## src/rtl/npc_pkg.sv

```systemverilog
// Shared definitions for the NPC multi-cycle core: RV32 opcodes, FSM state type and halt codes.
package npc_pkg;

    localparam logic [6:0] OP_LUI    = 7'b0110111;
    localparam logic [6:0] OP_AUIPC  = 7'b0010111;
    localparam logic [6:0] OP_IMM    = 7'b0010011;
    localparam logic [6:0] OP_OP     = 7'b0110011;
    localparam logic [6:0] OP_JAL    = 7'b1101111;
    localparam logic [6:0] OP_JALR   = 7'b1100111;
    localparam logic [6:0] OP_SYSTEM = 7'b1110011;

    localparam logic [2:0]  F3_ADD      = 3'b000;
    localparam logic [6:0]  F7_ADD      = 7'b0000000;
    localparam logic [31:0] INSN_EBREAK = 32'h0010_0073;
    localparam logic [4:0]  A0_IDX      = 5'd10;

    localparam logic [1:0] HALT_EBREAK   = 2'd0;
    localparam logic [1:0] HALT_ILLEGAL  = 2'd1;
    localparam logic [1:0] HALT_MISALIGN = 2'd2;

    typedef enum logic [2:0] {
        FETCH_REQ,
        FETCH_WAIT,
        EXEC,
        WB,
        HALT
    } npc_state_t;

    function automatic logic [31:0] sext12(input logic [11:0] v);
        return {{20{v[11]}}, v};
    endfunction

endpackage

```

## src/rtl/npc_multicycle_core_regfile.sv

```systemverilog
// Architectural register file: two combinational read ports, one clocked write port, x0 hardwired to zero.
module npc_regfile #(
    parameter int NR_REGS    = 32,
    parameter int DATA_WIDTH = 32
) (
    input  logic                  clk,
    input  logic                  rst,
    input  logic [4:0]            raddr1,
    output logic [DATA_WIDTH-1:0] rdata1,
    input  logic [4:0]            raddr2,
    output logic [DATA_WIDTH-1:0] rdata2,
    input  logic                  we,
    input  logic [4:0]            waddr,
    input  logic [DATA_WIDTH-1:0] wdata
);

    localparam int AW = $clog2(NR_REGS);

    logic [DATA_WIDTH-1:0] regs [NR_REGS];

    function automatic logic mapped(input logic [4:0] idx);
        return (idx != 5'd0) && (int'(idx) < NR_REGS);
    endfunction

    always_ff @(posedge clk or negedge rst) begin
        if (!rst) begin
            for (int i = 0; i < NR_REGS; i++) regs[i] <= '0;
        end else if (we && mapped(waddr)) begin
            regs[waddr[AW-1:0]] <= wdata;
        end
    end

    // Unmapped indices read as zero; the core flags them illegal before they matter.
    assign rdata1 = mapped(raddr1) ? regs[raddr1[AW-1:0]] : '0;
    assign rdata2 = mapped(raddr2) ? regs[raddr2[AW-1:0]] : '0;

endmodule

```

## src/rtl/npc_multicycle_core.sv

```systemverilog
// NPC multi-cycle RV32 core: valid/ready fetch, decode/execute, writeback, halt reporting.
// Build option NPC_MISALIGN_TRAP_EN: halt on jump targets with bit 1 set instead of aligning them.
//
//   state      | meaning
//   FETCH_REQ  | request pc from instruction memory, hold until accepted
//   FETCH_WAIT | wait for the instruction word, latch it into ir
//   EXEC       | decode ir, read operands, decide halt or proceed
//   WB         | write rd, advance pc, pulse commit
//   HALT       | stopped until reset
module npc_multicycle_core
    import npc_pkg::*;
#(
    parameter int          NR_REGS    = 32,
    parameter logic [31:0] RESET_PC   = 32'h8000_0000,
    parameter int          DATA_WIDTH = 32
) (
    input  logic        clk,
    input  logic        rst,
    output logic        imem_req_valid,
    input  logic        imem_req_ready,
    output logic [31:0] imem_addr,
    input  logic        imem_rsp_valid,
    input  logic [31:0] imem_rsp_data,
    output logic [31:0] pc,
    output logic        commit_valid,
    output logic [31:0] commit_pc,
    output logic        halted,
    output logic [1:0]  halt_code,
    output logic [31:0] halt_a0
);

    npc_state_t  state, state_n;
    logic [31:0] ir;

    logic [6:0]  opcode, funct7;
    logic [4:0]  rd, rs1, rs2, rf_raddr2;
    logic [2:0]  funct3;
    logic [31:0] imm_i, imm_u, imm_j;
    logic [31:0] rs1_val, rs2_val;
    logic [31:0] result, jump_tgt, next_pc;
    logic        is_legal, is_ebreak, is_jump, add_legal, misalign, rf_we;
    logic [1:0]  halt_code_n;

    function automatic logic reg_ok(input logic [4:0] idx);
        return int'(idx) < NR_REGS;
    endfunction

    assign opcode = ir[6:0];
    assign rd     = ir[11:7];
    assign funct3 = ir[14:12];
    assign rs1    = ir[19:15];
    assign rs2    = ir[24:20];
    assign funct7 = ir[31:25];
    assign imm_i  = sext12(ir[31:20]);
    assign imm_u  = {ir[31:12], 12'b0};
    assign imm_j  = {{11{ir[31]}}, ir[31], ir[19:12], ir[20], ir[30:21], 1'b0};

    assign add_legal = (opcode == OP_OP) && (funct3 == F3_ADD) && (funct7 == F7_ADD)
                    && reg_ok(rd) && reg_ok(rs1) && reg_ok(rs2);
    // Port 2 serves rs2 only for add; every halting instruction reads a0 through it instead.
    assign rf_raddr2 = add_legal ? rs2 : A0_IDX;

    npc_regfile #(
        .NR_REGS    (NR_REGS),
        .DATA_WIDTH (DATA_WIDTH)
    ) u_regfile (
        .clk    (clk),
        .rst    (rst),
        .raddr1 (rs1),
        .rdata1 (rs1_val),
        .raddr2 (rf_raddr2),
        .rdata2 (rs2_val),
        .we     (rf_we),
        .waddr  (rd),
        .wdata  (result)
    );

    always_comb begin
        is_legal  = 1'b0;
        is_ebreak = 1'b0;
        is_jump   = 1'b0;
        result    = '0;
        jump_tgt  = '0;
        case (opcode)
            OP_LUI: begin
                is_legal = reg_ok(rd);
                result   = imm_u;
            end
            OP_AUIPC: begin
                is_legal = reg_ok(rd);
                result   = pc + imm_u;
            end
            OP_IMM: begin
                is_legal = (funct3 == F3_ADD) && reg_ok(rd) && reg_ok(rs1);
                result   = rs1_val + imm_i;
            end
            OP_OP: begin
                is_legal = add_legal;
                result   = rs1_val + rs2_val;
            end
            OP_JAL: begin
                is_legal = reg_ok(rd);
                is_jump  = 1'b1;
                result   = pc + 32'd4;
                jump_tgt = pc + imm_j;
            end
            OP_JALR: begin
                is_legal = (funct3 == F3_ADD) && reg_ok(rd) && reg_ok(rs1);
                is_jump  = 1'b1;
                result   = pc + 32'd4;
                jump_tgt = (rs1_val + imm_i) & ~32'd1;
            end
            OP_SYSTEM: is_ebreak = (ir == INSN_EBREAK);
            default: ;
        endcase
    end

`ifdef NPC_MISALIGN_TRAP_EN
    assign misalign = is_jump && jump_tgt[1];
    assign next_pc  = is_jump ? jump_tgt : pc + 32'd4;
`else
    assign misalign = 1'b0;
    assign next_pc  = is_jump ? {jump_tgt[31:2], 2'b00} : pc + 32'd4;
`endif

    assign halt_code_n = is_ebreak ? HALT_EBREAK : (!is_legal ? HALT_ILLEGAL : HALT_MISALIGN);
    assign rf_we       = (state == WB) && (rd != 5'd0);
    assign imem_addr   = pc;

    always_comb begin
        state_n = state;
        case (state)
            FETCH_REQ:  if (imem_req_valid && imem_req_ready) state_n = FETCH_WAIT;
            FETCH_WAIT: if (imem_rsp_valid) state_n = EXEC;
            EXEC:       state_n = (is_ebreak || !is_legal || misalign) ? HALT : WB;
            WB:         state_n = FETCH_REQ;
            HALT:       state_n = HALT;
            default:    state_n = HALT;
        endcase
    end

    always_ff @(posedge clk or negedge rst) begin
        if (!rst) state <= FETCH_REQ;
        else      state <= state_n;
    end

    // Status outputs are registered from the next state so they sit at zero throughout reset.
    always_ff @(posedge clk or negedge rst) begin
        if (!rst) begin
            pc             <= RESET_PC;
            ir             <= '0;
            imem_req_valid <= 1'b0;
            commit_valid   <= 1'b0;
            commit_pc      <= '0;
            halted         <= 1'b0;
            halt_code      <= HALT_EBREAK;
            halt_a0        <= '0;
        end else begin
            imem_req_valid <= (state_n == FETCH_REQ);
            commit_valid   <= (state_n == WB);
            if (state == FETCH_WAIT && imem_rsp_valid) ir <= imem_rsp_data;
            if (state == EXEC && state_n == WB) commit_pc <= pc;
            if (state == WB) pc <= next_pc;
            if (state == EXEC && state_n == HALT) begin
                halted    <= 1'b1;
                halt_code <= halt_code_n;
                halt_a0   <= rs2_val;
            end
        end
    end

endmodule

```

## config.mk

```make
export PLATFORM = sky130hd
export DESIGN_NAME = npc_multicycle_core
export DESIGN_NICKNAME = d
export VERILOG_FILES = /design/src/rtl/npc_pkg.sv /design/src/rtl/npc_multicycle_core_regfile.sv /design/src/rtl/npc_multicycle_core.sv
export SDC_FILE = /design/constraint.sdc
export NUM_CORES = 2
export LEC_CHECK = 0
export BUFFER_PORTS_ARGS = -buffer_cell sky130_fd_sc_hd__buf_4
export CAP_MARGIN = 10
export CELL_PAD_IN_SITES_DETAIL_PLACEMENT = 1
export CELL_PAD_IN_SITES_GLOBAL_PLACEMENT = 1
export CORE_ASPECT_RATIO = 1.75
export CORE_MARGIN = 3
export CORE_UTILIZATION = 40
export CTS_BUF_LIST = sky130_fd_sc_hd__clkbuf_2
export CTS_CLUSTER_DIAMETER = 120
export DETAILED_ROUTE_END_ITERATION = 16
export PLACE_DENSITY_LB_ADDON = 0.1
export SLEW_MARGIN = 10
export SYNTH_ARGS = -nofsm -noshare
export SYNTH_HDL_FRONTEND = slang
export SYNTH_SLANG_ARGS = --single-unit
```

## constraint.sdc

```tcl
create_clock -name clk -period 6.8 [get_ports clk]
set_input_delay 0.68 -clock clk [delete_from_list [all_inputs] [get_ports clk]]
set_output_delay 0.68 -clock clk [all_outputs]
set_load 0.02 [all_outputs]
```

==> key figures <==
Die
  – Io pins: 169
  – Die W: 315 um
  – Die Y: approximately 550 um
  – Core outline area: between 0.15 and 0.2 mm2
  – Std cell rows: 198
  – Die area: roughly 0.17 mm2
  – Initial core utilization: between 40% and 50%

Synthesis
  – Cell variety after synth: around 110
  – FF+latch count, synth: 1156
  – Share of async-settable or async-resettable flops after synthesis: between 90% and 100%
  – Synth Flop Type: dfrtp_1
  – Mean Syn Cell Area: approximately 9.8 um2
  – Post-Synth Simple-Gate Area: 11.8%
  – EDFF count, synth: 0
  – Post-synthesis cell count: just under 7000
  – Ys Warns: 0
  – Syn Std Cell Area: 0.0670 mm2
  – Mux cell area share after synthesis: 17.1%
  – Main combinational cell family by area after synthesis: compound AO/OA/AOI/OAI gates
  – Adder-Cell Fraction of Synth Area: ~2%
  – Xor/xnor share of the synthesized area: 1.37%
  – Synth Area in Compound Gates: 19.5%
  – Seq/Total Area, Yosys: roughly 43%

Status
  – Outcome: finished, final reports clean

Cells and area
  – Reg area: 0.0290 mm2
  – Filler cell count: roughly 19000
  – Synth-to-Final Area Change: 13.2%
  – Share of cells above drive strength 1: 21.2%
  – Most frequent cells in the layout: 1147 x dfrtp_1, 994 x nand2_1, 851 x o21ai_0, 469 x buf_4, 452 x a21oi_1
  – Most common cell after layout, fill and taps aside: dfrtp_1
  – Layout net count: about 7200
  – Multi-input logic area: roughly 0.035 mm2

Critical path
  – Crit-path max FO: 44
  – Startpoint Class: flop
  – Cell mode on critical path: buf_4
  – WP buf/inv: 6
  – Max incr delay on CP: 0.57 ns
  – CP max-delay cell: a211oi_1
  – CP Cell Sequence: and4b_1, nand2_1, nor3_4, buf_12, buf_4, a221oi_1, a211oi_1, nor2_1, or3_1, a21oi_2, buf_4, ha_1, buf_4, a21oi_1, nor3b_1, o211ai_1, a31oi_1, buf_4, o22a_1, mux2i_1, a211oi_2, buf_12, o21ai_0
  – Worst EP required: 8.10 ns
  – Arrival @ worst endpoint: 8.03 ns
  – Crit path max-delay family: compound AO/OA/AOI/OAI gates
  – Crit. End Element: flop
  – CP Class: reg2reg

STA
  – Setup violations, final: 0
  – Tcrit/Tclk final: 99.1%
  – Hold Violations, Final: 0
  – Final min period: 6.74 ns
  – Setup tns final: 0 ns
  – Fin. max-slew vios: 0
  – Clk_skew: 0.198 ns
  – Worst-margin pin slew: around 1.3 ns
  – Slew HR: 15.6%
  – Fmax: 0.148 GHz
  – Min Hold Slack: 0.308 ns

GRT
  – Global route overflow: 0
  – First-pass GRT wire length: 454000 um
  – Largest net degree at the start of global routing: 171
  – Antenna violations before repair: 18
  – Vias in the first global route: 63500
  – GRT Overall Usage: between 30 and 40%

CTS
  – Clock-pin slew on the worst setup and hold paths: 0.11 ns
  – Total clock sinks: 1156
  – H-tree depth: 5
  – CTS tree: built
  – CTS Buf Count: 300
  – Clk_lat worst skew: 1.58 ns
  – Clock root buffer: clkbuf_2
  – Max Buffers Root-to-Sink: 4

Run
  – Max-Cap Viols: 0

Placement
  – Final HPWL DP: 209000 um
  – GP Congestion: roughly 1
  – I/O Buffers: ~160

Drt
  – Post-route ant nets: 0
  – Initial DRC count: 5110
  – WL/cell: 33.4 um
  – Via count: 60500
  – DR DRC count: 0
  – Vias per inst: 6.36
  – 1st-pass router iterations: 5
  – Final WL: 318000 um

Pwr
  – Pwr Density: 251 mW/mm2
  – VDD IR max: 0.223 mV
  – Lkg Pwr: 33.2 nW
  – Pwr Total: 19.1 mW

Worst hold path
  – Worst min path class: in2reg
## final cells by class
cell class              instances  share of cell area [%]
clock inverters                85                   0.694
inverters                      46                   0.234
flip-flops and latches       1156                    38.2
clock buffers                 422                    2.78
repair buffers                639                    7.86
diodes                         19                  0.0627
well taps                    2200                    3.63
multi-input cells            4937                    46.6
## path summary, 6_finish.rpt
check                                                       from                               end  slack [ns]  depth (start not counted)
worst max-delay path                           ir[3]$_DFFE_PN0P_   u_regfile.regs[702]$_DFFE_PN0P_        0.06                         23
worst min-delay path                              imem_req_ready          imem_req_valid$_DFF_PN0_        0.31                          6
worst max register to register                 ir[3]$_DFFE_PN0P_   u_regfile.regs[702]$_DFFE_PN0P_        0.06                         23
worst min register to register  u_regfile.regs[1013]$_DFFE_PN0P_  u_regfile.regs[1013]$_DFFE_PN0P_        0.41                          0
max in group asynchronous                                    rst   u_regfile.regs[309]$_DFFE_PN0P_        4.95                          5
min in group asynchronous                                    rst           halt_a0[16]$_DFFE_PN0P_        0.35                          4
## cells in the mapped netlist, types with 44 or more instances
master	number	area share (%)
dfrtp_1	1155	43
nand2_1	1027	5.8
o21ai_0	851	6.4
clkbuf_1	501	2.8
a21oi_1	463	3.5
nor2_1	407	2.3
mux2i_1	362	5.4
mux4_2	317	11
a211oi_1	219	2.5
a221oi_1	201	2.6
nor3_1	114	0.85
ha_1	103	1.9
buf_2	90	0.67
a21boi_0	68	0.76
or3_1	68	0.63
nand3_1	65	0.49
buf_4	64	0.72
mux2_2	63	1.1
xnor2_1	57	0.75
a22oi_1	46	0.52
xor2_1	44	0.58
## where the power goes
group	leakage [nW]	switching (mW)	internal [mW]
Combinational	15.2	4.08	2.36
Clock	2.01	3.20	1.92
Sequential	16.1	0.487	7.04
Total	33.2	7.76	11.3
## tightest hold or removal path, stage by stage
cell and delay (ns):
buf_4 0.11, nand2_1 0.05, mux2_2 0.13, dlygate4sd3_1 0.53
o31ai_1 0.07, nor3_1 0.21
## stage by stage
stage	worst slack (ns)	cells	utilization, %	cell area [um2]
after floorplan	1.26	6846	-	67000
after CTS	0.0218	9478	45.5	75700
after global placement	0.0797	8875	43.3	72100
after detailed placement	0.0435	8875	43.3	72100
after global routing	-0.00802	9490	45.6	75800
final	0.0634	9504	45.6	75900
## metal layers
metal  vias up  track usage [%]  share of wire (%)
li1      25700                -                  -
met1     31200             41.5                 36
met2      2616             61.1                 49
met3      1026             6.83                6.4
met4        12             25.9                8.4
met5         -                0              0.023
## flip-flops by register name (all words and copies together) (netlist names)
signal / cells
ir: 32
state: 3
imem_addr: 30
halted: 1
imem_req_valid: 1
u_regfile.regs: 1024
commit_pc: 30
commit_valid: 1
halt_code: 2
halt_a0: 32
## timing repair
| action | 4_1_cts | 5_1_grt |
|---|---|---|
| setup buffers | 0 | 5 |
| hold endpoints to repair | 1109 | 0 |
| hold buffers | 96 | 0 |
| gates cloned | 0 | 1 |
| endpoints found under the setup margin | 1 | 204 |
| pin swaps | 0 | 4 |
| gates resized for setup | 1 | 11 |
## cells by family after synthesis
logic type | count (synthesis)
compound gates | 2130
simple gates | 1849
flops | 1156
buf+inv | 753
mux | 743
fa+ha+maj | 106
xor+xnor | 103
other cells | 1
Note: power is estimated with default switching activity, not from simulation.
